===== config.mk =====
export PLATFORM = sky130hd
export DESIGN_NAME = ladybird_ifetch_buffer
export DESIGN_NICKNAME = d
export VERILOG_FILES = /design/src/rtl/ladybird_ifetch_buffer.sv
export SDC_FILE = /design/constraint.sdc
export NUM_CORES = 1
export LEC_CHECK = 0
export ABC_AREA = 1
export CORE_MARGIN = 3
export CORE_UTILIZATION = 60
export DETAILED_ROUTE_END_ITERATION = 12
export PLACE_DENSITY = 0.83
export SYNTH_ARGS = -nofsm -noshare
export SYNTH_HDL_FRONTEND = slang
export SYNTH_SLANG_ARGS = --single-unit

===== constraint.sdc =====
create_clock -name clk -period 6.8 [get_ports clk]
set_input_delay 1.02 -clock clk [delete_from_list [all_inputs] [get_ports clk]]
set_output_delay 1.02 -clock clk [all_outputs]
set_load 0.005 [all_outputs]

===== src/rtl/ladybird_ifetch_buffer.sv =====
// ladybird_ifetch_buffer: sequential instruction prefetch FIFO between core fetch port and memory.
module ladybird_ifetch_buffer #(
  parameter int XLEN            = 32,
  parameter int DEPTH           = 4,
  parameter int MAX_OUTSTANDING = 2
) (
  input  logic            clk,
  input  logic            anrst,
  input  logic            core_req,
  input  logic [XLEN-1:0] core_addr,
  output logic            core_gnt,
  output logic [XLEN-1:0] core_data,
  input  logic            fence,
  output logic            mem_req,
  output logic [XLEN-1:0] mem_addr,
  input  logic            mem_ready,
  input  logic            mem_rvalid,
  input  logic [XLEN-1:0] mem_rdata
);
  localparam int AW = $clog2(DEPTH);
  localparam int CW = $clog2(DEPTH + MAX_OUTSTANDING + 1) + 1;
  typedef enum logic {IDLE, STREAM} state_e;
  state_e state_q, state_d;
  logic [XLEN-1:0] fifo_q [DEPTH];
  logic [AW-1:0] rd_q, rd_d, wr_q, wr_d;
  logic [CW-1:0] count_q, count_d, out_q, out_d, disc_q, disc_d;
  logic pend_q, pend_d, gnt_q, gnt_d;
  logic [XLEN-1:0] pend_addr_q, pend_addr_d, fetch_q, fetch_d, head_q, head_d, data_q, data_d;
  logic active, streaming, match, eval, hit, wait_ok, miss, flush;
  logic rv_drop, rv_push, push, accept;
  logic [XLEN-1:0] addr, addr_al;
  always_comb begin
    active    = pend_q | core_req;
    addr      = pend_q ? pend_addr_q : core_addr;
    addr_al   = addr & ~XLEN'(3);
    streaming = state_q == STREAM;
    match     = ((addr ^ head_q) & ~XLEN'(3)) == '0;
    // No evaluation in a grant cycle, so grants are never back to back.
    eval      = active & ~gnt_q & ~fence;
    hit       = eval & streaming & match & (count_q != '0);
    // Head word is in flight or about to issue, since fetch_addr==head_addr when nothing is buffered.
    wait_ok   = streaming & match & (count_q == '0);
    miss      = eval & ~hit & ~wait_ok;
    flush     = fence | miss;
    rv_drop   = mem_rvalid & (disc_q != '0);
    rv_push   = mem_rvalid & (disc_q == '0) & (out_q != '0);
    push      = rv_push & ~flush;
    mem_req   = streaming & (count_q + out_q < CW'(DEPTH)) &
                (disc_q + out_q < CW'(MAX_OUTSTANDING)) & ~flush;
    mem_addr  = fetch_q;
    accept    = mem_req & mem_ready;
    state_d     = fence ? IDLE : miss ? STREAM : state_q;
    fetch_d     = miss ? addr_al : accept ? fetch_q + XLEN'(4) : fetch_q;
    head_d      = miss ? addr_al : hit ? head_q + XLEN'(4) : head_q;
    out_d       = flush ? '0 : out_q + CW'(accept) - CW'(rv_push);
    disc_d      = flush ? disc_q - CW'(rv_drop) + out_q - CW'(rv_push) : disc_q - CW'(rv_drop);
    count_d     = flush ? '0 : count_q + CW'(push) - CW'(hit);
    rd_d        = flush ? '0 : rd_q + AW'(hit);
    wr_d        = flush ? '0 : wr_q + AW'(push);
    pend_d      = ~fence & ~hit & active;
    pend_addr_d = (core_req & ~pend_q) ? core_addr : pend_addr_q;
    gnt_d       = hit;
    data_d      = hit ? fifo_q[rd_q] : data_q;
  end
  always_ff @(posedge clk or negedge anrst) begin
    if (!anrst) begin
      state_q     <= IDLE;
      rd_q        <= '0;
      wr_q        <= '0;
      count_q     <= '0;
      out_q       <= '0;
      disc_q      <= '0;
      pend_q      <= 1'b0;
      pend_addr_q <= '0;
      fetch_q     <= '0;
      head_q      <= '0;
      gnt_q       <= 1'b0;
      data_q      <= '0;
    end else begin
      state_q     <= state_d;
      rd_q        <= rd_d;
      wr_q        <= wr_d;
      count_q     <= count_d;
      out_q       <= out_d;
      disc_q      <= disc_d;
      pend_q      <= pend_d;
      pend_addr_q <= pend_addr_d;
      fetch_q     <= fetch_d;
      head_q      <= head_d;
      gnt_q       <= gnt_d;
      data_q      <= data_d;
    end
  end
  always_ff @(posedge clk) begin
    if (push) fifo_q[wr_q] <= mem_rdata;
  end
  assign core_gnt  = gnt_q;
  assign core_data = data_q;
endmodule

==> results.toml <==
[status]
status = "completed"

[yosys]
synth-simple-area-share_pct = 26.4
ys_seq_area_share_pct = 51.9
synthCells = 1642
synth_ff_type = "dfrtp_1"
muxShareOfSynthArea_pct = 1.74
synth_compound_area_share_pct = 6.29
post_synth_xor_area_fraction_pct = 4.38
synthArstFlopShare_pct = 52.4
syn-cell-area_um2 = 14200
synth_cell_type_count = 37
synth_top_family_by_area = "simple AND/OR/NAND/NOR gates"
synth_area_per_cell_um2 = 8.65
ys_ff_latch = 269
synth_adder_area_share_pct = 2.85
ys_warn_count = 0
synth-edff-count = 128

[timing]
worstMarginPinSlew_ns = 1.12
layout_min_cycle_time_ns = 4.76
fin_setup_tns_ns = 0
rsz0062_at_grt = "false"
timing.fmax_mhz = 210
final-hold-violation-count = 0
relSlewSlack_pct = 25.6
finalSetupViolCount = 0
fin_crit_sh_pct = 70.0
worst_hold_slack_ns = 0.486
maxSlewViolCount = 0
skew_ns = 0.0131

[route]
firstDrtPassIters = 5
drc = 0
drtAntennaViolNets = 0
num_vias = 11900
drt_first_iter_violations = 1270
wire_per_inst_um = 18.2
wl_mm = 37.7
avgViaCountPerCell = 5.73

[floorplanning]
fp.dieH_um = 160
design.core.area_um2 = 22900
rows = 55
die_area_um2 = 25600
die_w_um = 160
start_util_pct = 62.0
ioPinCount = 136

[clock_tree]
clock_path_buffers = 3
h-tree-depth = 1
cts_made_buffers = 27
path_clk_slew_ns = 0.06
clock_sinks = 269
cts-root-buf = "clkbuf_16"
cts_hold_buf = 0
cts_tree = "yes"
clock_latency_ns = 0.56
cts_setup_buffers = 0
post_cts_resized = 0

[global_route]
grt_pass1_wl_mm = 61.0
grt.overflow.total = 0
grt_max_degree = 96
grt_pass1_vias = 11700
grt_use_total_pct = 29.5
antenna_found_initial = 0

[power_and_ir_drop]
leakage_uw = 0.00726
p_per_area_nw_per_um2 = 264
irDropWorstVdd_v = 0.000245

[worst_hold_path]
min_path_type = "in2async"

[worst_setup_path]
crit_fanout = 55
worstPathRequired_ns = 5.78
endpoint_kind = "primary output"
critPathLaunchType = "input pin"
worstPathArrival_ns = 3.74
criticalPathCategory = "in2out"

[final_layout]
finalInstanceArea_um2 = 16500
utilization_pct = 72.2
final_cells = 2075
n_fill_cell = 1701
drive_gt1_share_pct = 5.73
diodes = 0
area_delta_synth_final_pct = 16.4
final_nets = 1841

[place]
io_buffers = 131
place.gp.congestion = 0.983
placed_area_um2 = 15700
dpl.cell_count = 2025
dp.final_hpwl_mm = 24.9

[job]
drv_cap = 0
through the flow:
step                      total power, uW  setup WS [ns]
after floorplan                      2580           1.99
after global placement               2900           2.14
after detailed placement             2950           2.08
after CTS                            4380           2.08
after global routing                 4600           1.89
final                                4370           2.04
report_power, final:
part | internal (uW) | switching, uW | total [uW]
clock | 795 | 645 | 1440
combinational | 422 | 501 | 922
sequential | 1830 | 179 | 2010
logic make-up after synthesis:
group,after synthesis
simple gates,875
flops,269
buf+inv,220
xor+xnor,71
mux,22
other cells,1
fa+ha+maj,30
compound gates,154
metal layers:
metal  up-vias  part of all wire, %  global-route usage (%)
li1       5679                    -                       -
met1      5667                   40                    37.6
met2       423                   49                    49.7
met3       120                  6.0                    4.80
met4         0                  5.4                    13.6
met5         -                    0                       0
synth_stat cells, types with 3 or more instances:
| master | number | area share [%] |
|---|---|---|
| nor3_1 | 27 | 0.95 |
| a21oi_1 | 7 | 0.25 |
| buf_4 | 11 | 0.58 |
| nor2_1 | 214 | 5.7 |
| nand3_1 | 165 | 5.8 |
| nand3b_1 | 15 | 0.79 |
| ha_1 | 26 | 2.3 |
| o21ai_1 | 10 | 0.35 |
| o21ai_0 | 103 | 3.6 |
| o211ai_1 | 3 | 0.16 |
| dfrtp_1 | 141 | 25 |
| fa_1 | 4 | 0.56 |
| inv_1 | 136 | 3.6 |
| mux2_2 | 22 | 1.7 |
| nand2_1 | 394 | 10 |
| buf_1 | 7 | 0.19 |
| o311ai_0 | 10 | 0.62 |
| nand4_1 | 46 | 2.0 |
| clkbuf_1 | 44 | 1.2 |
| edfxtp_1 | 128 | 27 |
| inv_2 | 4 | 0.11 |
| buf_2 | 15 | 0.53 |
| buf_6 | 3 | 0.24 |
| xor2_1 | 54 | 3.3 |
| o311ai_1 | 20 | 1.2 |
| xnor2_1 | 17 | 1.0 |
placed cells by master (no fill, tap or decap), types with 2 or more instances in the layout:
cell	instances
clkbuf_8	2
nor3_1	23
dfrtp_1	140
mux2_2	22
o21ai_0	103
nor2_4	2
edfxtp_1	128
ha_1	26
nor2_1	213
nand4_1	46
xor2_1	54
o311ai_0	10
inv_1	136
clkinv_2	9
fa_1	4
nand2_1	394
clkbuf_16	27
o311ai_1	20
clkdlybuf4s50_1	130
clkinv_1	3
nor2_2	3
nand3b_1	15
clkbuf_1	5
inv_2	4
a21oi_1	7
o21ai_1	10
nor3_2	4
and2_1	2
nand2_2	2
buf_4	18
o211ai_1	3
nand3_1	165
xnor2_1	17
conb_1	2
nor4_1	2
critical path, stage by stage:
cell	delay, ns
clkdlybuf4s50_1	0.45
buf_4	0.32
inv_1	0.22
o21ai_1	0.22
nor2_4	0.04
buf_4	0.32
nand2_2	0.18
nand2_1	0.06
buf_4	0.20
nor2_1	0.13
clkdlybuf4s50_1	0.51
area by class of cell:
cell class | instances | area, um2 | share of cell area, %
inverters | 140 | 526 | 3.18
clock buffers | 34 | 722 | 4.37
repair buffers | 149 | 1450 | 8.76
flip-flops and latches | 269 | 7370 | 44.6
multi-input cells | 1154 | 5950 | 36.0
clock inverters | 16 | 123 | 0.742
well taps | 313 | 392 | 2.37
worst paths after layout:
| kind | startpoint | endpoint | slack [ns] | depth (start not counted) |
|---|---|---|---|---|
| setup reg to reg | pend_q$_DFF_PN0_ | mem_addr[6]$_DFFE_PN0P_ | 2.98 | 16 |
| min in group clk | core_data[14]$_DFFE_PN0P_ | core_data[14]$_DFFE_PN0P_ | 0.49 | 2 |
| setup / recovery | fence | mem_req | 2.04 | 11 |
| hold / removal | anrst | pend_addr_q[15]$_DFFE_PN0P_ | 0.49 | 1 |
| hold reg to reg | core_data[14]$_DFFE_PN0P_ | core_data[14]$_DFFE_PN0P_ | 0.49 | 2 |
| max in group asynchronous | anrst | rd_q[0]$_DFF_PN0_ | 4.89 | 2 |
sequential cells by signal (all words and copies together) (netlist names):
signal and flops:
state_q 1, pend_addr_q 30, core_data 32, out_q 4
mem_addr 30, rd_q 2, fifo_q 128, core_gnt 1
pend_q 1, count_q 4, head_q 30, disc_q 4
wr_q 2
Note: power is estimated with default switching activity, not from simulation.
